--- src/rtl/crossbar_in_pkg.sv ---
// Shared memory-subsystem parameters, used by the input and return crossbars.
package crossbar_in_pkg;

    localparam int MEM_MUX_IN    = 4;   // requesters (PE / config ports)
    localparam int MEM_MUX_OUT   = 4;   // SRAM banks, power of two
    localparam int MEM_BANK_BITS = 2;   // log2(MEM_MUX_OUT)
    localparam int MEM_RAM_AW    = 10;  // per-bank word-address width
    localparam int MEM_DATA_W    = 32;
    localparam int MEM_STRB_W    = MEM_DATA_W / 8;
    localparam int MEM_CNT_W     = 16;

    // Index width that stays legal when there is only one requester.
    function automatic int idx_w(input int n);
        return (n > 1) ? $clog2(n) : 1;
    endfunction

endpackage

--- src/rtl/crossbar_in_rr_arbiter.sv ---
// Round-robin arbiter for one bank: the search starts at r_ptr, and the pointer
// moves to one past the winner.
module rr_arbiter
    import crossbar_in_pkg::*;
#(
    parameter int N = MEM_MUX_IN
) (
    input  logic                 i_clk,
    input  logic                 i_rst_n,
    input  logic [N-1:0]         i_req,
    output logic [N-1:0]         o_gnt,
    output logic [idx_w(N)-1:0]  o_idx,
    output logic                 o_vld
);

    localparam int PW = idx_w(N);

    logic [PW-1:0] r_ptr;

    always_comb begin : p_search
        int j;
        j     = 0;
        o_gnt = '0;
        o_idx = '0;
        o_vld = 1'b0;
        for (int i = 0; i < N; i++) begin
            j = int'(r_ptr) + i;
            if (j >= N) j = j - N;
            if (!o_vld && i_req[PW'(j)]) begin
                o_vld           = 1'b1;
                o_gnt[PW'(j)]   = 1'b1;
                o_idx           = PW'(j);
            end
        end
    end

    always_ff @(posedge i_clk or negedge i_rst_n) begin
        if (!i_rst_n) begin
            r_ptr <= '0;
        end else if (o_vld) begin
            r_ptr <= (o_idx == PW'(N - 1)) ? '0 : o_idx + 1'b1;
        end
    end

endmodule

--- src/rtl/crossbar_in.sv ---
// Requester-to-bank crossbar: per-bank round-robin arbitration, combinational
// grant, bank access registered one cycle later.
module crossbar_in
    import crossbar_in_pkg::*;
#(
    parameter int MUX_IN    = MEM_MUX_IN,
    parameter int MUX_OUT   = MEM_MUX_OUT,
    parameter int BANK_BITS = MEM_BANK_BITS,
    parameter int RAM_AW    = MEM_RAM_AW
) (
    input  logic                        i_clk,
    input  logic                        i_rst_n,
    input  logic [MUX_IN-1:0]           i_req,
    input  logic [MUX_IN-1:0]           i_wren,
    input  logic [MUX_IN*32-1:0]        i_addr,
    input  logic [MUX_IN*32-1:0]        i_wdata,
    input  logic [MUX_IN*4-1:0]         i_wstrb,
    output logic [MUX_IN-1:0]           o_gnt,
    output logic [MUX_OUT-1:0]          o_ram_en,
    output logic [MUX_OUT-1:0]          o_ram_wren,
    output logic [MUX_OUT*RAM_AW-1:0]   o_ram_addr,
    output logic [MUX_OUT*32-1:0]       o_ram_wdata,
    output logic [MUX_OUT*4-1:0]        o_ram_wstrb,
    output logic [MUX_OUT*MUX_IN-1:0]   o_peID,
    output logic [15:0]                 o_conflict_cnt
);

    localparam int PW = idx_w(MUX_IN);

    logic [MUX_IN-1:0][31:0]          w_addr;
    logic [MUX_IN-1:0][31:0]          w_wdata;
    logic [MUX_IN-1:0][3:0]           w_wstrb;
    logic [MUX_OUT-1:0][MUX_IN-1:0]   w_bank_req;
    logic [MUX_OUT-1:0][MUX_IN-1:0]   w_bank_gnt;
    logic [MUX_OUT-1:0][PW-1:0]       w_idx;
    logic [MUX_OUT-1:0]               w_vld;
    logic [MUX_IN-1:0]                w_gnt;
    logic                             w_conflict;
    logic [15:0]                      r_conflict_cnt;

    assign w_addr  = i_addr;
    assign w_wdata = i_wdata;
    assign w_wstrb = i_wstrb;

    // Requests are masked during reset so that no grant escapes.
    always_comb begin
        w_bank_req = '0;
        for (int p = 0; p < MUX_IN; p++) begin
            w_bank_req[w_addr[p][2 +: BANK_BITS]][p] = i_req[p] & i_rst_n;
        end
    end

    always_comb begin
        w_gnt = '0;
        for (int b = 0; b < MUX_OUT; b++) begin
            w_gnt = w_gnt | w_bank_gnt[b];
        end
    end

    assign o_gnt      = w_gnt;
    assign w_conflict = |(i_req & ~w_gnt);

    for (genvar b = 0; b < MUX_OUT; b++) begin : g_bank
        logic              r_en;
        logic              r_wren;
        logic [RAM_AW-1:0] r_addr;
        logic [31:0]       r_wdata;
        logic [3:0]        r_wstrb;
        logic [MUX_IN-1:0] r_pe;

        rr_arbiter #(.N(MUX_IN)) u_arb (
            .i_clk   (i_clk),
            .i_rst_n (i_rst_n),
            .i_req   (w_bank_req[b]),
            .o_gnt   (w_bank_gnt[b]),
            .o_idx   (w_idx[b]),
            .o_vld   (w_vld[b])
        );

        // Address, data and strobes hold while the bank is idle; only the
        // strobe, write flag and owner bitmap fall back to zero.
        always_ff @(posedge i_clk or negedge i_rst_n) begin
            if (!i_rst_n) begin
                r_en    <= 1'b0;
                r_wren  <= 1'b0;
                r_addr  <= '0;
                r_wdata <= '0;
                r_wstrb <= '0;
                r_pe    <= '0;
            end else if (w_vld[b]) begin
                r_en    <= 1'b1;
                r_wren  <= i_wren[w_idx[b]];
                r_addr  <= w_addr[w_idx[b]][2+BANK_BITS +: RAM_AW];
                r_wdata <= w_wdata[w_idx[b]];
                r_wstrb <= w_wstrb[w_idx[b]];
                r_pe    <= i_wren[w_idx[b]] ? '0 : w_bank_gnt[b];
            end else begin
                r_en    <= 1'b0;
                r_wren  <= 1'b0;
                r_pe    <= '0;
            end
        end

        assign o_ram_en[b]                       = r_en;
        assign o_ram_wren[b]                     = r_wren;
        assign o_ram_addr[b*RAM_AW +: RAM_AW]    = r_addr;
        assign o_ram_wdata[b*32 +: 32]           = r_wdata;
        assign o_ram_wstrb[b*4 +: 4]             = r_wstrb;
        assign o_peID[b*MUX_IN +: MUX_IN]        = r_pe;
    end

    always_ff @(posedge i_clk or negedge i_rst_n) begin
        if (!i_rst_n) begin
            r_conflict_cnt <= '0;
        end else if (w_conflict && (r_conflict_cnt != 16'hFFFF)) begin
            r_conflict_cnt <= r_conflict_cnt + 16'd1;
        end
    end

    assign o_conflict_cnt = r_conflict_cnt;

endmodule

--- config.mk ---
export PLATFORM = sky130hd
export DESIGN_NAME = crossbar_in
export DESIGN_NICKNAME = d
export VERILOG_FILES = /design/src/rtl/crossbar_in_pkg.sv /design/src/rtl/crossbar_in_rr_arbiter.sv /design/src/rtl/crossbar_in.sv
export SDC_FILE = /design/constraint.sdc
export NUM_CORES = 1
export LEC_CHECK = 0
export CAP_MARGIN = 20
export CORE_ASPECT_RATIO = 2
export CORE_UTILIZATION = 38
export CTS_CLUSTER_DIAMETER = 120
export DETAILED_ROUTE_END_ITERATION = 16
export DONT_BUFFER_PORTS = 1
export MAX_ROUTING_LAYER = met4
export PLACE_DENSITY_LB_ADDON = 0.1
export REMOVE_ABC_BUFFERS = 1
export SLEW_MARGIN = 20
export SYNTH_ARGS = -nofsm -noshare
export SYNTH_HDL_FRONTEND = slang
export SYNTH_SLANG_ARGS = --single-unit
export TNS_END_PERCENT = 10
--- constraint.sdc ---
create_clock -name i_clk -period 15.8 [get_ports i_clk]
set_input_delay 4.74 -clock i_clk [delete_from_list [all_inputs] [get_ports i_clk]]
set_output_delay 4.74 -clock i_clk [all_outputs]
set_load 0.05 [all_outputs]
# Yosys cells after proc, flatten, opt, wreduce, memory -nomap -nowiden

Index checks and enable logic that the tools add are counted.

Input bits: 282
Bits in registers: 232
Logic and storage cells: 402
Output and inout bits: 228

Equal/unequal tests: 5
Add/sub/neg operators: 33
Magnitude comparators: 60
Reduce and logical (&&, ||, !) cells: 46
Multiplexer cells: 207
Bitwise operators: 22

Operators by type and width:

| cell                                                       | count |
|---|---|
| binary-select mux 32 bit (select 2 bit)                    | 8 |
| 2-to-1 mux 32 bit                                          | 4 |
| 2-to-1 mux 4 bit                                           | 29 |
| 2-to-1 mux 1 bit                                           | 77 |
| 2-to-1 mux 2 bit                                           | 37 |
| less-than comparator 2 x 4 -> 1 bit, second input constant | 16 |
| bitwise OR 4 bit                                           | 15 |
| 2-to-1 mux 14 bit                                          | 4 |
| bitwise mux 16 bit                                         | 3 |
| binary-select mux 1 bit (select 2 bit)                     | 20 |
| >= comparator 2 x 1 -> 1 bit, second input constant        | 20 |
| >= comparator 3 bit, second input constant                 | 12 |
| logical AND 1 bit                                          | 33 |
| binary-select mux 4 bit (select 2 bit)                     | 4 |
| demux 1 bit (select 2 bit)                                 | 16 |
| demux 4 bit (select 2 bit)                                 | 4 |
| subtractor 2 x 1 -> 2 bit, second input constant           | 16 |
| adder 2 x 2 -> 3 bit, second input constant                | 8 |
| less-than comparator 2 x 3 -> 1 bit, second input constant | 8 |
| adder 16 x 1 -> 16 bit, second input constant              | 1 |
| AND 16 bit                                                 | 1 |
| inequality test 16 bit, second input constant              | 1 |
| adder 2 x 1 -> 3 bit, second input constant                | 4 |
| >= comparator 2 x 3 -> 1 bit, second input constant        | 4 |
| other kinds (8)                                            | 28 |

# Depth between registers and ports, before layout

Depth in word-level cells: 28
Mapped depth: 15
Depth with buffers taken out: 12

# Cells and area by module

Synthesis repeated with hierarchy kept, for this count alone.

Cells, all modules: 1094
Area total of the unflattened synthesis: 15677.5 um^2

By module, submodules not included:

| module                            | area each (um^2) | cells an instance | seq. area each (um^2) | times used |
|---|---|---|---|---|
| crossbar_in                       | 12969.9          | 782               | 5605.4                | 1 |
| rr_arbiter at g_bank[0].u_arb ... | 700.7            | 82                | 50.0                  | 3 |
| rr_arbiter at g_bank[3].u_arb     | 605.6            | 66                | 50.0                  | 1 |

# Least setup slack after synthesis

OpenSTA, ideal clock, no wires.

Path type: input to output
Start point: input port i_req[0]
End point: output port o_gnt[0]
Path slack: 4130 ps
Stages: 9
Path buffers: 1
Data arrival time: 6930 ps
Data required time: 11060 ps
Cells stage by stage: clkbuf_1 -> and4bb_1 -> mux4_2 -> nor2b_4 -> a22o_1 -> a221oi_1 -> and3_1 -> and3_1 -> inv_1

Word-level cells in the longest chain between the ends: 21
Elaborated cells on any way between the ends: 120
Those cells by class: mux (79); bitwise (17); reduce/logical (24)

Ends and longest elaborated chain:

| item                                                | RTL line                     | source |
|---|---|---|
| start: declaration                                  | crossbar_in.sv:13            | `input logic [MUX_IN-1:0] i_req,` |
| AND 1 bit (*)                                       | crossbar_in.sv:49            | `w_bank_req[w_addr[p][2 +: BANK_BITS]][p] = i_req[p] & i_rst_n;` |
| AND 16 bit (no source line) (*)                     | n/a                          |  |
| bitwise mux 16 bit (*) (3 in a row)                 | crossbar_in.sv:49            |  |
| binary-select mux 1 bit (select 2 bit)              | crossbar_in_rr_arbiter.sv:29 | `if (!o_vld && i_req[PW'(j)]) begin` |
| 2-to-1 mux 1 bit (implied by the code) (2 in a row) | crossbar_in_rr_arbiter.sv:29 |  |
| 2-to-1 mux 1 bit                                    | crossbar_in_rr_arbiter.sv:29 |  |
| logical NOT 1 bit                                   | crossbar_in_rr_arbiter.sv:29 |  |
| logical AND 1 bit                                   | crossbar_in_rr_arbiter.sv:29 |  |
| 2-to-1 mux 1 bit                                    | crossbar_in_rr_arbiter.sv:29 |  |
| logical NOT 1 bit                                   | crossbar_in_rr_arbiter.sv:29 |  |
| logical AND 1 bit                                   | crossbar_in_rr_arbiter.sv:29 |  |
| 2-to-1 mux 1 bit                                    | crossbar_in_rr_arbiter.sv:29 |  |
| logical NOT 1 bit                                   | crossbar_in_rr_arbiter.sv:29 |  |
| logical AND 1 bit                                   | crossbar_in_rr_arbiter.sv:29 |  |
| 2-to-1 mux 4 bit                                    | crossbar_in_rr_arbiter.sv:29 |  |
| bitwise OR 4 bit (2 in a row)                       | crossbar_in.sv:56            | `w_gnt = w_gnt \| w_bank_gnt[b];` |
| bitwise OR 4 bit (*)                                | crossbar_in.sv:56            |  |
| end: declaration                                    | crossbar_in.sv:18            | `output logic [MUX_IN-1:0] o_gnt,` |

Every way passes the cells marked *; elsewhere a longest branch is shown, timed or not. The select of a mux whose other input is x is not followed.

# Final worst setup path

Start point: input port i_rst_n
End point: output port o_gnt[1]

Word-level cells in the longest chain between the ends: 21
Elaborated cells on any way between the ends: 123
Those cells by class: mux (79); bitwise (20); reduce/logical (24)

Ends and longest elaborated chain:

| item                                                | RTL line                     | source |
|---|---|---|
| start: declaration                                  | crossbar_in.sv:12            | `input logic i_rst_n,` |
| AND 1 bit                                           | crossbar_in.sv:49            |  |
| AND 16 bit (no source line)                         | n/a                          |  |
| bitwise mux 16 bit (2 in a row)                     | crossbar_in.sv:49            |  |
| bitwise mux 16 bit (*)                              | crossbar_in.sv:49            |  |
| binary-select mux 1 bit (select 2 bit)              | crossbar_in_rr_arbiter.sv:29 |  |
| 2-to-1 mux 1 bit (implied by the code) (2 in a row) | crossbar_in_rr_arbiter.sv:29 |  |
| 2-to-1 mux 1 bit                                    | crossbar_in_rr_arbiter.sv:29 |  |
| logical NOT 1 bit                                   | crossbar_in_rr_arbiter.sv:29 |  |
| [2 not listed]                                      | n/a                          |  |
| logical NOT 1 bit                                   | crossbar_in_rr_arbiter.sv:29 |  |
| logical AND 1 bit                                   | crossbar_in_rr_arbiter.sv:29 |  |
| 2-to-1 mux 1 bit                                    | crossbar_in_rr_arbiter.sv:29 |  |
| logical NOT 1 bit                                   | crossbar_in_rr_arbiter.sv:29 |  |
| logical AND 1 bit                                   | crossbar_in_rr_arbiter.sv:29 |  |
| 2-to-1 mux 4 bit                                    | crossbar_in_rr_arbiter.sv:29 |  |
| bitwise OR 4 bit (2 in a row)                       | crossbar_in.sv:56            |  |
| bitwise OR 4 bit (*)                                | crossbar_in.sv:56            |  |

Marks and branches as above.

==> metrics <==
diode count 0; count of final setup violators 0; largest net degree at the start of global routing 263; Yosys cell types 75; Power Density around 260 nW/um^2; FP Rows approximately 110; most frequent CP cell a211oi_1; proportion of layout cells with a drive suffix above 1 0.08278; vias in the first global route 14,890; Mapped Area about 16,000 um^2; post-synthesis sequential area ratio 0.3535; total grt overflow 0; post-place instance area 16,660 um^2; critical path required time 11.06 ns; Root Driver clkbuf_16; unrepaired setup endpoints after global routing no; top_reg_cell synth dfrtp_1; first-pass GRT wire length a little over 90,000 um; CP delay by family, top compound AO/OA/AOI/OAI gates; Die ar. about 44,000 um^2; critical path peak fanout 262; Rel. slew slack 0.2881; XOR/XNOR Fraction of Synth Area 0.01067; CP max-delay cell o21ai_0; initial antenna violation count 0; Least-Margin Pin Slew approximately 1.1 ns; fin. max-slew vios 0; WL/cell 25.10 um; Core Box Area 42,570 um^2; Initial Util 0.3858; Post-synth EDFFs 0; Vias/cell 6.021; adder-cell share of the synthesized area 0.02514; Initial DRC Count around 740; via count 15,060; crit path cell chain and4b_1 > a22o_1 > a211oi_1 > a22oi_1 > o21ai_0 > a211oi_1 > and3_1 > inv_1; Post-Route Utilization 0.4096; Arr. time, crit path 7.98 ns; clock transition at the registers of the reported paths 0.06 ns; most common cell after layout, fill and taps aside nand2_1; post-synthesis mux area share 0.1217; Area Growth Syn to Fin 6.163%; Worst-Skew Late Latency 0.56 ns; Hold Buf Count CTS 0; CTS resizes 0; most frequent cells in the layout nand2_1 (586), dfrtp_1 (232), o21ai_0 (203); # IOs 510; VDD IR-drop max 0.1164 mV; Leak 7.563 nW; hpwl dp 42,330 um; Routed WL 62,810 um; CTS sink count between 200 and 250; DRT Pass-1 Iters 7; final worst-path cycle share 0.8052; #FFs+latches synth 232; Synth Area in Simple Gates 0.2451; Worst Hold Class register to register; die width 149.0 um; clock buffer depth 3; Synth Area in Compound Gates 0.1936; clk_skew 0.01879 ns; CTS buffer count 25; total power 4.498 mW; Final min period between 10 and 15 ns; worst stage delay on the critical path 0.62 ns; endpoint class of the critical path output pin; largest family of logic cells by synthesized area simple AND/OR/NAND/NOR gates; design area 17,440 um^2; Mean Syn Cell Area 7.981 um^2; Mapped Cells 2,058; gr usage total 0.2856; Fmax 78.60 MHz; max_cap viols 0; Die H between 200 and 300 um; CTS H-Tree Depth 1; DRC violations left 0; Routed Antenna Nets 0; I/O Buffers 0; YS warnings 0; CTS tree yes; Setup CP Type primary input to output pin; status completed; asr flop ratio synth 1.000; Setup crit start kind primary input; Nets 2,258; post-CTS setup buffer count 0; CP bufs+invs 1; endpoints failing hold 0; GP Congestion 0.8882
==> stage by stage <==
stage	cells	hold WS, ns	setup WS, ns	TNS (ns)
floorplan	1890	0.7584	-1.059	-53.18
finish	2502	0.7917	3.078	0
global route	2502	0.8204	3.309	0
CTS	2502	0.7974	3.690	0
detailed placement	2461	0.7863	3.696	0
global placement	2461	0.7815	3.660	0
==> worst paths after layout <==
path	startpoint	end	slack (ns)	cells after the start
max	i_rst_n	o_gnt[1]	3.08	8
min	g_bank[3].r_wdata[19]$_DFFE_PN0P_	g_bank[3].r_wdata[19]$_DFFE_PN0P_	0.79	2
max reg2reg	register	o_conflict_cnt[1]$_DFFE_PN0P_	10.22	11
min reg2reg	g_bank[3].r_wdata[19]$_DFFE_PN0P_	g_bank[3].r_wdata[19]$_DFFE_PN0P_	0.79	2
max in group asynchronous	i_rst_n	g_bank[2].r_wdata[8]$_DFFE_PN0P_	11.03	0
min in group asynchronous	i_rst_n	g_bank[3].r_wdata[14]$_DFFE_PN0P_	3.89	0
==> tightest hold or removal path, stage by stage (launching register included) <==
cell and delay (ns):
dfrtp_1 0.56, nand2_1 0.12, o21ai_0 0.08
==> metal layers <==
layer	global-route usage	up-vias	share of wire
li1	-	7007	-
met1	0.2914	7250	0.35
met2	0.4974	649	0.51
met3	0.07200	158	0.088
met4	0.1513	0	0.055
met5	-	-	0
==> registers in the layout, summed over array words and instances (netlist names), named ones only <==
| name | cells |
|---|---|
| g_bank.r_wstrb | 16 |
| g_bank.r_addr | 40 |
| g_bank.u_arb.r_ptr | 4 |
| g_bank.r_wdata | 128 |
| g_bank.r_en | 4 |
| g_bank.r_pe | 16 |
| g_bank.r_wren | 4 |
| o_conflict_cnt | 16 |
==> power breakdown <==
group,switching (mW),internal [mW],leakage [nW],total [mW]
registers,1.21,0.841,2.83,2.05
clock network,0.262,0.327,0.386,0.589
logic,1.20,0.650,4.35,1.85
total,2.68,1.82,7.56,4.50
==> final cells by class <==
cell class                      count  area (um^2)
Sequential cell                   232         5806
Clock inverter                      8        71.32
Tap cell                          545        681.9
Multi-Input combinational cell   1639         9906
Fill cell                        4350        25140
Timing Repair Buffer               26        195.2
Clock buffer                       33        705.7
Inverter                           19        71.32
==> synth_stat cells (33+ instances only) <==
| library cell | instances | area share |
|---|---|---|
| a211oi_1 | 96 | 0.044 |
| a21o_1 | 48 | 0.022 |
| a21oi_1 | 66 | 0.020 |
| clkbuf_1 | 113 | 0.026 |
| dfrtp_1 | 232 | 0.35 |
| ha_1 | 33 | 0.025 |
| mux2_2 | 53 | 0.036 |
| mux2i_1 | 117 | 0.071 |
| nand2_1 | 586 | 0.13 |
| nand3_1 | 116 | 0.035 |
| nor2_1 | 42 | 0.0096 |
| nor2b_1 | 56 | 0.021 |
| o21ai_0 | 203 | 0.062 |
| o22ai_1 | 48 | 0.018 |
==> logic make-up after synthesis <==
logic type | count (synthesis)
AND/OR/NAND/NOR | 893
AO/OA/AOI/OAI | 512
flip-flops | 232
buffers and inverters | 187
multiplexers | 181
adder cells (fa/ha/maj) | 33
XOR/XNOR | 20
Note: power is estimated with default switching activity, not from simulation.
